--- config.mk ---
export PLATFORM = sky130hd
export DESIGN_NAME = uart_receiver_param
export DESIGN_NICKNAME = d
export VERILOG_FILES = /design/src/rtl/uart_receiver_param.sv
export SDC_FILE = /design/constraint.sdc
export NUM_CORES = 1
export LEC_CHECK = 0
export ABC_AREA = 1
export CAP_MARGIN = 25
export CORE_ASPECT_RATIO = 1.25
export CORE_MARGIN = 3
export CORE_UTILIZATION = 35
export CTS_CLUSTER_SIZE = 25
export DETAILED_ROUTE_END_ITERATION = 16
export DONT_BUFFER_PORTS = 1
export PLACE_DENSITY_LB_ADDON = 0.12
export SYNTH_ARGS = -nofsm -noshare
export SYNTH_HDL_FRONTEND = slang
export SYNTH_SLANG_ARGS = --single-unit
export TNS_END_PERCENT = 30
--- constraint.sdc ---
create_clock -name clk -period 2.3 [get_ports clk]
set_clock_uncertainty 0.15 [all_clocks]
set_input_delay 0.575 -clock clk [delete_from_list [all_inputs] [get_ports clk]]
set_output_delay 0.575 -clock clk [all_outputs]
set_load 0.1 [all_outputs]
--- src/rtl/uart_receiver_param.sv ---
// UART receive engine: oversampled frame recovery into a valid/ready holding register.
// Optional macro UART_RX_MAJORITY_EN: 2-of-3 majority vote over three consecutive ticks per bit.
module uart_receiver_param #(
  parameter int unsigned DATA_BITS  = 8,
  parameter int unsigned OVERSAMPLE = 16
) (
  input  logic                 clk,
  input  logic                 rst_n,
  input  logic                 baud_tick,
  input  logic                 rx_serial,
  input  logic                 cfg_parity_en,
  input  logic                 cfg_parity_odd,
  input  logic                 cfg_stop2,
  output logic [DATA_BITS-1:0] rx_data,
  output logic                 rx_valid,
  input  logic                 rx_ready,
  output logic                 rx_frame_err,
  output logic                 rx_parity_err,
  output logic                 rx_break,
  output logic                 rx_overrun
);

  localparam int unsigned Mid  = OVERSAMPLE / 2;
  localparam int unsigned CntW = $clog2(OVERSAMPLE);
  localparam int unsigned BitW = $clog2(DATA_BITS);
  localparam logic [CntW-1:0] StartLast = CntW'(Mid - 1);
  localparam logic [CntW-1:0] BitLast   = CntW'(OVERSAMPLE - 1);
  localparam logic [BitW-1:0] DataLast  = BitW'(DATA_BITS - 1);

  typedef enum logic [2:0] {
    StIdle, StStart, StData, StParity, StStop1, StStop2, StBrkWait
  } state_e;

  state_e                 state_q, state_d;
  logic [CntW-1:0]        cnt_q, cnt_d;
  logic [BitW-1:0]        bit_cnt_q, bit_cnt_d;
  logic [DATA_BITS-1:0]   shift_q, shift_d;
  logic                   par_en_q, par_en_d, par_odd_q, par_odd_d, stop2_q, stop2_d;
  logic                   par_bit_q, par_bit_d, stop1_low_q, stop1_low_d;
  logic [DATA_BITS-1:0]   data_q, data_d;
  logic                   valid_q, valid_d, ferr_q, ferr_d, perr_q, perr_d;
  logic                   brk_q, brk_d, ovr_q, ovr_d;
  logic                   sync1_q, sync2_q, rx_s, bit_s, sample_hit;
  logic                   done, fin_ferr, fin_all_low, fin_perr, fin_brk, accept;

  always_ff @(posedge clk or negedge rst_n) begin
    if (!rst_n) begin
      sync1_q <= 1'b1;
      sync2_q <= 1'b1;
    end else begin
      sync1_q <= rx_serial;
      sync2_q <= sync1_q;
    end
  end
  assign rx_s = sync2_q;

`ifdef UART_RX_MAJORITY_EN
  // Line history at the two previous ticks; the vote includes the current tick.
  logic [1:0] hist_q, hist_d;
  always_comb begin
    hist_d = hist_q;
    if (baud_tick) hist_d = {hist_q[0], rx_s};
  end
  always_ff @(posedge clk or negedge rst_n) begin
    if (!rst_n) hist_q <= 2'b11;
    else        hist_q <= hist_d;
  end
  assign bit_s = (hist_q[1] & hist_q[0]) | (hist_q[1] & rx_s) | (hist_q[0] & rx_s);
`else
  assign bit_s = rx_s;
`endif

  assign sample_hit = baud_tick && (cnt_q == ((state_q == StStart) ? StartLast : BitLast));

  always_comb begin
    state_d     = state_q;
    cnt_d       = cnt_q;
    bit_cnt_d   = bit_cnt_q;
    shift_d     = shift_q;
    par_en_d    = par_en_q;
    par_odd_d   = par_odd_q;
    stop2_d     = stop2_q;
    par_bit_d   = par_bit_q;
    stop1_low_d = stop1_low_q;
    done        = 1'b0;
    fin_ferr    = 1'b0;
    fin_all_low = 1'b0;
    if (state_q != StIdle && state_q != StBrkWait && baud_tick) begin
      cnt_d = sample_hit ? '0 : cnt_q + 1'b1;
    end
    unique case (state_q)
      StIdle: begin
        if (!rx_s) begin
          state_d = StStart;
          cnt_d   = '0;
        end
      end
      StStart: begin
        if (sample_hit) begin
          if (!bit_s) begin
            state_d   = StData;
            bit_cnt_d = '0;
            par_en_d  = cfg_parity_en;
            par_odd_d = cfg_parity_odd;
            stop2_d   = cfg_stop2;
          end else begin
            state_d = StIdle;
          end
        end
      end
      StData: begin
        if (sample_hit) begin
          shift_d = {bit_s, shift_q[DATA_BITS-1:1]};
          if (bit_cnt_q == DataLast) state_d = par_en_q ? StParity : StStop1;
          else                       bit_cnt_d = bit_cnt_q + 1'b1;
        end
      end
      StParity: begin
        if (sample_hit) begin
          par_bit_d = bit_s;
          state_d   = StStop1;
        end
      end
      StStop1: begin
        if (sample_hit) begin
          if (stop2_q) begin
            stop1_low_d = !bit_s;
            state_d     = StStop2;
          end else begin
            done        = 1'b1;
            fin_ferr    = !bit_s;
            fin_all_low = !bit_s;
          end
        end
      end
      StStop2: begin
        if (sample_hit) begin
          done        = 1'b1;
          fin_ferr    = stop1_low_q | !bit_s;
          fin_all_low = stop1_low_q & !bit_s;
        end
      end
      StBrkWait: begin
        if (rx_s) state_d = StIdle;
      end
      default: state_d = StIdle;
    endcase
    fin_perr = par_en_q & ((^shift_q ^ par_bit_q) != par_odd_q);
    fin_brk  = (shift_q == '0) & !(par_en_q & par_bit_q) & fin_all_low;
    // Leave mid-stop so a following start edge is caught without delay.
    if (done) state_d = fin_brk ? StBrkWait : StIdle;
  end

  always_comb begin
    accept  = valid_q & rx_ready;
    data_d  = data_q;
    valid_d = valid_q;
    ferr_d  = ferr_q;
    perr_d  = perr_q;
    brk_d   = brk_q;
    ovr_d   = ovr_q;
    if (accept) begin
      valid_d = 1'b0;
      ovr_d   = 1'b0;
    end
    if (done) begin
      if (!valid_q || accept) begin
        data_d  = shift_q;
        valid_d = 1'b1;
        ferr_d  = fin_ferr;
        perr_d  = fin_perr;
        brk_d   = fin_brk;
      end else begin
        ovr_d = 1'b1;
      end
    end
  end

  always_ff @(posedge clk or negedge rst_n) begin
    if (!rst_n) begin
      state_q     <= StIdle;
      cnt_q       <= '0;
      bit_cnt_q   <= '0;
      shift_q     <= '0;
      par_en_q    <= 1'b0;
      par_odd_q   <= 1'b0;
      stop2_q     <= 1'b0;
      par_bit_q   <= 1'b0;
      stop1_low_q <= 1'b0;
      data_q      <= '0;
      valid_q     <= 1'b0;
      ferr_q      <= 1'b0;
      perr_q      <= 1'b0;
      brk_q       <= 1'b0;
      ovr_q       <= 1'b0;
    end else begin
      state_q     <= state_d;
      cnt_q       <= cnt_d;
      bit_cnt_q   <= bit_cnt_d;
      shift_q     <= shift_d;
      par_en_q    <= par_en_d;
      par_odd_q   <= par_odd_d;
      stop2_q     <= stop2_d;
      par_bit_q   <= par_bit_d;
      stop1_low_q <= stop1_low_d;
      data_q      <= data_d;
      valid_q     <= valid_d;
      ferr_q      <= ferr_d;
      perr_q      <= perr_d;
      brk_q       <= brk_d;
      ovr_q       <= ovr_d;
    end
  end

  assign rx_data       = data_q;
  assign rx_valid      = valid_q;
  assign rx_frame_err  = ferr_q;
  assign rx_parity_err = perr_q;
  assign rx_break      = brk_q;
  assign rx_overrun    = ovr_q;

endmodule

==> flow_metrics.py, run 1 <==
metrics = {
    "power": {
        "power_density_mw_per_mm2": 889,
        "power_switching_w": 0.000741,
        "sequentialPowerShare_pct": 44.1,
        "p_clk_share_pct": 24.8,
        "p_int_w": 0.00121,
        "p_leak_nw": 1.11,
        "p_comb_share_pct": 31.1,
        "ir_drop_uv": 438,
        "swShare_pct": 38.1,
    },
    "critical_path": {
        "start_kind": "flop",
        "crit_type": "reg2reg",
        "critPathRequiredTime_ps": 2320,
        "crit_buf_inv": 2,
        "critPathCaptureType": "flop",
        "cp_slowest_cell": "dfrtp_1",
        "cp_cell_sequence": "inv_1 > nand3_1 > nand2_1 > nand2_2 > nand2_2 > inv_2 > nand3_2 > nand2_1 > o21ai_1",
        "slowest_delay_ps": 510,
        "cp.arrival_ps": 1980,
        "critPathMaxFanout": 22,
        "reg2reg_setup_slack_ps": 330,
        "cpLargestDelayFamily": "simple AND/OR/NAND/NOR gates",
        "reg2reg_to": "rx_data[7]",
        "r2r_cells": 9,
        "rr_startpoint": "state_q[2]",
    },
    "finish": {
        "area_growth_pct": 14.4,
        "fin_util_pct": 42.2,
        "n_antenna_cell": 0,
        "drive_gt1_share_pct": 15.7,
        "final_nets": 268,
    },
    "floorplan": {
        "io_pins": 21,
        "rows": 29,
        "initial_utilization_pct": 36.9,
        "die_h_um": 88.7,
        "core-area_mm2": 0.00519,
        "die-area_mm2": 0.00640,
        "fp.dieW_um": 72.2,
    },
    "clock_tree": {
        "cts_resized": 0,
        "cts_root_buf": "clkbuf_8",
        "holdBufCountCts": 2,
        "clock_latency_ps": 290,
        "cts.sinks": 38,
        "cts_made_buffers": 5,
        "cts_buffer_depth": 2,
        "post-cts-setup-buffer-count": 0,
        "cts_tree": "built",
        "clkTransAtPathRegs_ps": 80,
        "cts_max_level": 2,
    },
    "global_route": {
        "grt_pass1_wl_mm": 6.62,
        "grt_pass1_vias": 1438,
        "grt_usage_pct": 13.6,
        "grt_max_degree": 39,
        "grt.overflow.total": 0,
        "antenna_found_initial": 0,
    },
    "routing": {
        "routed_wl_mm": 3.95,
        "via_count": 1481,
        "drtPass1Iterations": 4,
        "ant_nets": 0,
        "vias_per_cell": 4.69,
        "drt_iter0_markers": 78,
        "remaining_drc_errors": 0,
        "wire_per_inst_um": 12.5,
    },
    "synthesis": {
        "yosysTopAreaCellShare_pct": 47.1,
        "yosysUniqueCellTypes": 25,
        "synth_seq_cells": 38,
        "synth_top_area_cell": "dfrtp_1",
        "seq_area_frac_synth_pct": 49.8,
        "synthTopCellsByArea": "dfrtp_1, nand2_1, inv_1, o21ai_1, ha_1",
        "syn_area_mm2": 0.00191,
        "syn_area_per_cell_um2": 8.15,
        "syn_inst": 235,
        "yosys_warnings": 0,
        "synth_fp_nets": 250,
    },
    "hold_path": {
        "holdPathStages": 0,
        "hold_path_class": "in2reg",
        "holdPathEnd": "sync1_q",
        "min-delay-start": "rx_serial",
    },
    "timing": {
        "finalCritPeriodShare_pct": 85.5,
        "slew-limit-headroom_pct": 71.2,
        "tns_ps": 0,
        "hold_viol_final": 0,
        "min_period_ps": 1970,
        "rsz0062_at_grt": "no",
        "max_freq_mhz": 509,
        "tightestPinTransition_ps": 432,
        "final_max_slew_viol_count": 0,
        "setup_viol_count_final": 0,
    },
    "status": {
        "outcome": "completed",
    },
    "place": {
        "port_buffers": 0,
        "gp_routability_congestion": 0.939,
        "dp_hpwl_mm": 2.93,
    },
    "job": {
        "max_cap_viol_count": 0,
    },
}
==> state kept, by name, summed over array words and instances, names as in the netlist, 3 cells and up <==
register	cells
cnt_q	4
state_q	3
shift_q	8
rx_data	8
bit_cnt_q	3
==> cells in the final DEF (no fill, tap or decap), types with 6 or more instances in the layout <==
cell      count
nor2_1       20
clkbuf_8      6
inv_1        31
dfrtp_1      36
a21oi_1       9
nand2_1      61
o21ai_0       9
ha_1          7
buf_4        14
nand3_1       9
o21ai_1      20
==> per-layer routing <==
layer  vias up  wire length (um)  GRT usage [%]
met1       656              1640           14.7
met5         -                 0              0
li1        779                 -              -
met3         8               151           3.75
met2        38              2060           24.6
met4         0                95           6.32
==> stage by stage <==
stage          hold WS, ps  total power, W  std cells  setup WS, ps  cell area, um2
2_1_floorplan          129         0.00133        235           492            1910
3_3_place_gp           131         0.00146        306           380            2060
3_5_place_dp           131         0.00146        306           324            2060
4_1_cts                119         0.00197        316           309            2190
5_1_grt                107         0.00211        316          47.0            2190
6_report               130         0.00195        316           334            2190
==> cells in the mapped netlist (all sizes together) <==
cell     n
a21oi   11
dfrtp   36
xnor2    2
ha       7
buf      5
dfstp    2
a211oi   1
or2      3
nand4    3
nor3     2
inv     34
nor2    22
xor2     2
nand3   12
nand2   64
o21ai   29
==> worst max path at each step <==
stage,startpoint,depth (start not counted),endpoint,slack (ps)
floorplan,rx_valid,5,rx_data[7],490
global placement,state_q[2],9,rx_break,380
detailed placement,state_q[2],9,rx_data[7],320
CTS,state_q[2],9,rx_data[7],310
global route,state_q[2],9,rx_frame_err,50
finish,state_q[2],9,rx_data[7],330
==> cell families after synthesis <==
kind of cell               share of synthesized area, %
xor gates and xnor gates                           1.83
adders and majority gates                          4.57
buffers and inverters                              8.37
DFF                                                49.8
and+or+nand+nor                                    24.2
AOI/OAI and AO/OA                                  11.2
==> cell type report <==
| class | instances | area (um2) |
|---|---|---|
| clock buffers | 6 | 82.6 |
| clock inverters | 2 | 12.5 |
| fillers | 529 | 3000 |
| inverters | 34 | 128 |
| multi-input cells | 158 | 801 |
| flip-flops and latches | 38 | 953 |
| well taps | 62 | 77.6 |
| repair buffers | 16 | 135 |
==> power groups by stage <==
| stage | logic (W) | clock network [W] | registers [W] |
|---|---|---|---|
| after floorplan | 0.000499 | 0 | 0.000833 |
| after global placement | 0.000592 | 0 | 0.000870 |
| after detailed placement | 0.000585 | 0 | 0.000871 |
| after CTS | 0.000608 | 0.000506 | 0.000857 |
| after global routing | 0.000709 | 0.000531 | 0.000872 |
| final | 0.000606 | 0.000482 | 0.000859 |
No activity file was read; power rests on OpenSTA's default activity.
==> run 2, diff against run 1 <==
- ABC_AREA: 1 -> default
- CORE_UTILIZATION: 35 -> 53
- SLEW_MARGIN: default -> 20
==> run 2 against run 1 <==
  * Sequential power is 4.4% lower
  * Global-route usage is 4.3 points higher
  * Count of clock-buffer cells in the layout stayed put
  * Maximum frequency is 9.7% lower
  * Synthesized cell count is 27% lower
  * Area after synthesis is 1.2% higher
  * Utilization is 21 points higher
  * Die area is 31% lower
==> flow_metrics.py, run 2 <==
metrics = {
    "finish": {
        "stdcell_area_mm2": 0.00214,
        "final_common_cell": "dfrtp_1",
        "area_growth_pct": 10.4,
        "n_antenna_cell": 0,
        "final_cell_mix": "dfrtp_1, nand2_1, inv_1",
        "finalNonFillerCells": 222,
        "fin_util_pct": 63.5,
        "final_nets": 199,
        "drive_gt1_share_pct": 18.9,
    },
    "synthesis": {
        "synthTopCellsByCount": "dfrtp_1, nand2_1, inv_1, mux2_1, o21ai_1",
        "yosysUniqueCellTypes": 42,
        "synth_seq_cells": 38,
        "syn_area_per_cell_um2": 11.3,
        "syn_area_mm2": 0.00194,
        "synthTopCellsByArea": "dfrtp_1, mux2_1, ha_1, nand2_1, dfstp_2",
        "yosysTopAreaCellShare_pct": 46.5,
        "synth_edf_count": 0,
        "yosysMostFrequentCell": "dfrtp_1",
        "syn_inst": 172,
        "async_flop_share_pct": 100,
        "yosys_warnings": 0,
        "seq_area_frac_synth_pct": 49.2,
        "synth_fp_nets": 187,
        "synth_top_area_cell": "dfrtp_1",
        "synth_flop_cell": "dfrtp_1",
    },
    "critical_path": {
        "start_kind": "flop",
        "rr_startpoint": "cnt_q[0]",
        "cpLargestDelayFamily": "simple AND/OR/NAND/NOR gates",
        "crit_start": "cnt_q[0]",
        "cp_slowest_cell": "dfrtp_1",
        "slowest_delay_ps": 410,
        "cp.arrival_ps": 2240,
        "cp_cell_sequence": "ha_1 > and4_1 > buf_4 > mux2i_4 > nor4b_1 > a31oi_1 > a21oi_1",
        "crit_buf_inv": 1,
        "critPathMaxFanout": 7,
        "critPathRequiredTime_ps": 2360,
        "crit_type": "reg2reg",
        "critPathCaptureType": "flop",
    },
    "routing": {
        "via_count": 1293,
        "remaining_drc_errors": 0,
        "wire_per_inst_um": 15.7,
        "ant_nets": 0,
        "vias_per_cell": 5.82,
        "drtPass1Iterations": 4,
        "drt_iter0_markers": 67,
        "routed_wl_mm": 3.49,
    },
    "global_route": {
        "grt_pass1_vias": 1378,
        "grt_usage_pct": 18.0,
        "grt_max_degree": 39,
        "grt.overflow.total": 0,
        "grt_pass1_wl_mm": 5.93,
        "antenna_found_initial": 0,
    },
    "clock_tree": {
        "cts_tree": "built",
        "cts_root_buf": "clkbuf_8",
        "clock_latency_ps": 290,
        "cts_resized": 0,
        "clkTransAtPathRegs_ps": 70,
        "cts_max_level": 2,
        "cts_buffer_depth": 2,
        "cts.sinks": 38,
        "post-cts-setup-buffer-count": 0,
        "cts_made_buffers": 5,
    },
    "hold_path": {
        "min-delay-start": "rx_serial",
        "hold_path_class": "in2reg",
    },
    "timing": {
        "max_freq_mhz": 459,
        "final_max_slew_viol_count": 0,
        "hold_viol_final": 0,
        "min_period_ps": 2180,
        "tns_ps": 0,
        "setup_viol_count_final": 0,
        "finalCritPeriodShare_pct": 94.7,
        "tightestPinTransition_ps": 913,
        "rsz0062_at_grt": "no",
        "holdWs_ps": 130,
        "slew-limit-headroom_pct": 39.1,
    },
    "status": {
        "outcome": "completed",
    },
    "power": {
        "ir_drop_uv": 649,
        "power_density_mw_per_mm2": 841,
        "p_leak_nw": 0.997,
    },
    "job": {
        "max_cap_viol_count": 0,
    },
    "place": {
        "port_buffers": 0,
        "dp_cells": 212,
        "gp_routability_congestion": 0.804,
        "placed_cell_area_mm2": 0.00202,
        "dp_hpwl_mm": 2.62,
    },
    "floorplan": {
        "core-area_mm2": 0.00337,
        "die_h_um": 73.6,
        "initial_utilization_pct": 57.5,
        "io_pins": 21,
        "fp.dieW_um": 60.1,
        "die-area_mm2": 0.00442,
        "rows": 23,
    },
}
[run 2: cell count changes after synthesis, sizes merged, moves of 3 or more]
cell / previous run / this run
nor2b: 0 / 4
or2: 3 / 0
nand2: 64 / 16
a21oi: 11 / 7
inv: 34 / 14
mux2: 0 / 18
nand4: 3 / 0
nor2: 22 / 8
xnor2: 2 / 5
nand2b: 0 / 4
nand3: 12 / 6
o21ai: 29 / 12
[run 2: worst register-to-register path, cell delays in order, from the launching register on]
cell and delay, ps:
dfrtp_1 410, ha_1 230, and4_1 210, buf_4 180, mux2i_4 310, nor4b_1 340
a31oi_1 100, a21oi_1 170
[run 2: area by class of cell]
class / count / area, um2
Fill cell: 260 / 1230
Sequential cell: 38 / 953
Multi-Input combinational cell: 113 / 893
Timing Repair Buffer: 12 / 105
Clock buffer: 6 / 72.6
Inverter: 14 / 52.6
Tap cell: 37 / 46.3
Clock inverter: 2 / 15.0
[run 2: final timing paths]
kind | endpoint | slack, ps | depth (start not counted)
setup / recovery | cnt_q[3] | 120 | 7
min in group asynchronous | cnt_q[3] | 590 | 2
hold reg to reg | bit_s | 210 | 0
hold / removal | sync1_q | 130 | 0
max in group asynchronous | bit_s | 1150 | 2
setup reg to reg | cnt_q[3] | 120 | 7
[run 2: metrics by stage]
stage               setup WS, ps  total power [W]
floorplan                    265          0.00123
global placement             241          0.00132
detailed placement           161          0.00135
CTS                          127          0.00182
global route                40.0          0.00191
finish                       121          0.00180
[run 2: logic make-up (layout without fill, tap and decap cells)]
group / after synthesis / count (layout) / synth area share (%)
AO/OA/AOI/OAI: 31 / 31 / 11.1
AND/OR/NAND/NOR: 49 / 49 / 15.1
buffers and inverters: 21 / 34 / 4.65
multiplexers: 20 / 20 / 12.7
XOR/XNOR: 6 / 6 / 2.71
flip-flops: 38 / 38 / 49.2
adder cells (fa/ha/maj): 7 / 7 / 4.52
[run 2: per-layer routing]
layer  wire length [um]  vias up  track usage [%]
met5                  0        -                0
met4                 97        0             7.88
met3                107       10             4.39
met2               1890       22             31.4
met1               1390      640             20.3
li1                   -      621                -
[run 2: what timing repair did]
action,CTS,global route
endpoints found under the setup margin,0,0
endpoints found under the hold margin,38,0
hold buffers,2,0
[run 2: report_power, final]
| part | internal, W | switching, W |
|---|---|---|
| clock | 0.000213 | 0.000233 |
| combinational | 0.000249 | 0.000283 |
| sequential | 0.000745 | 0.0000760 |
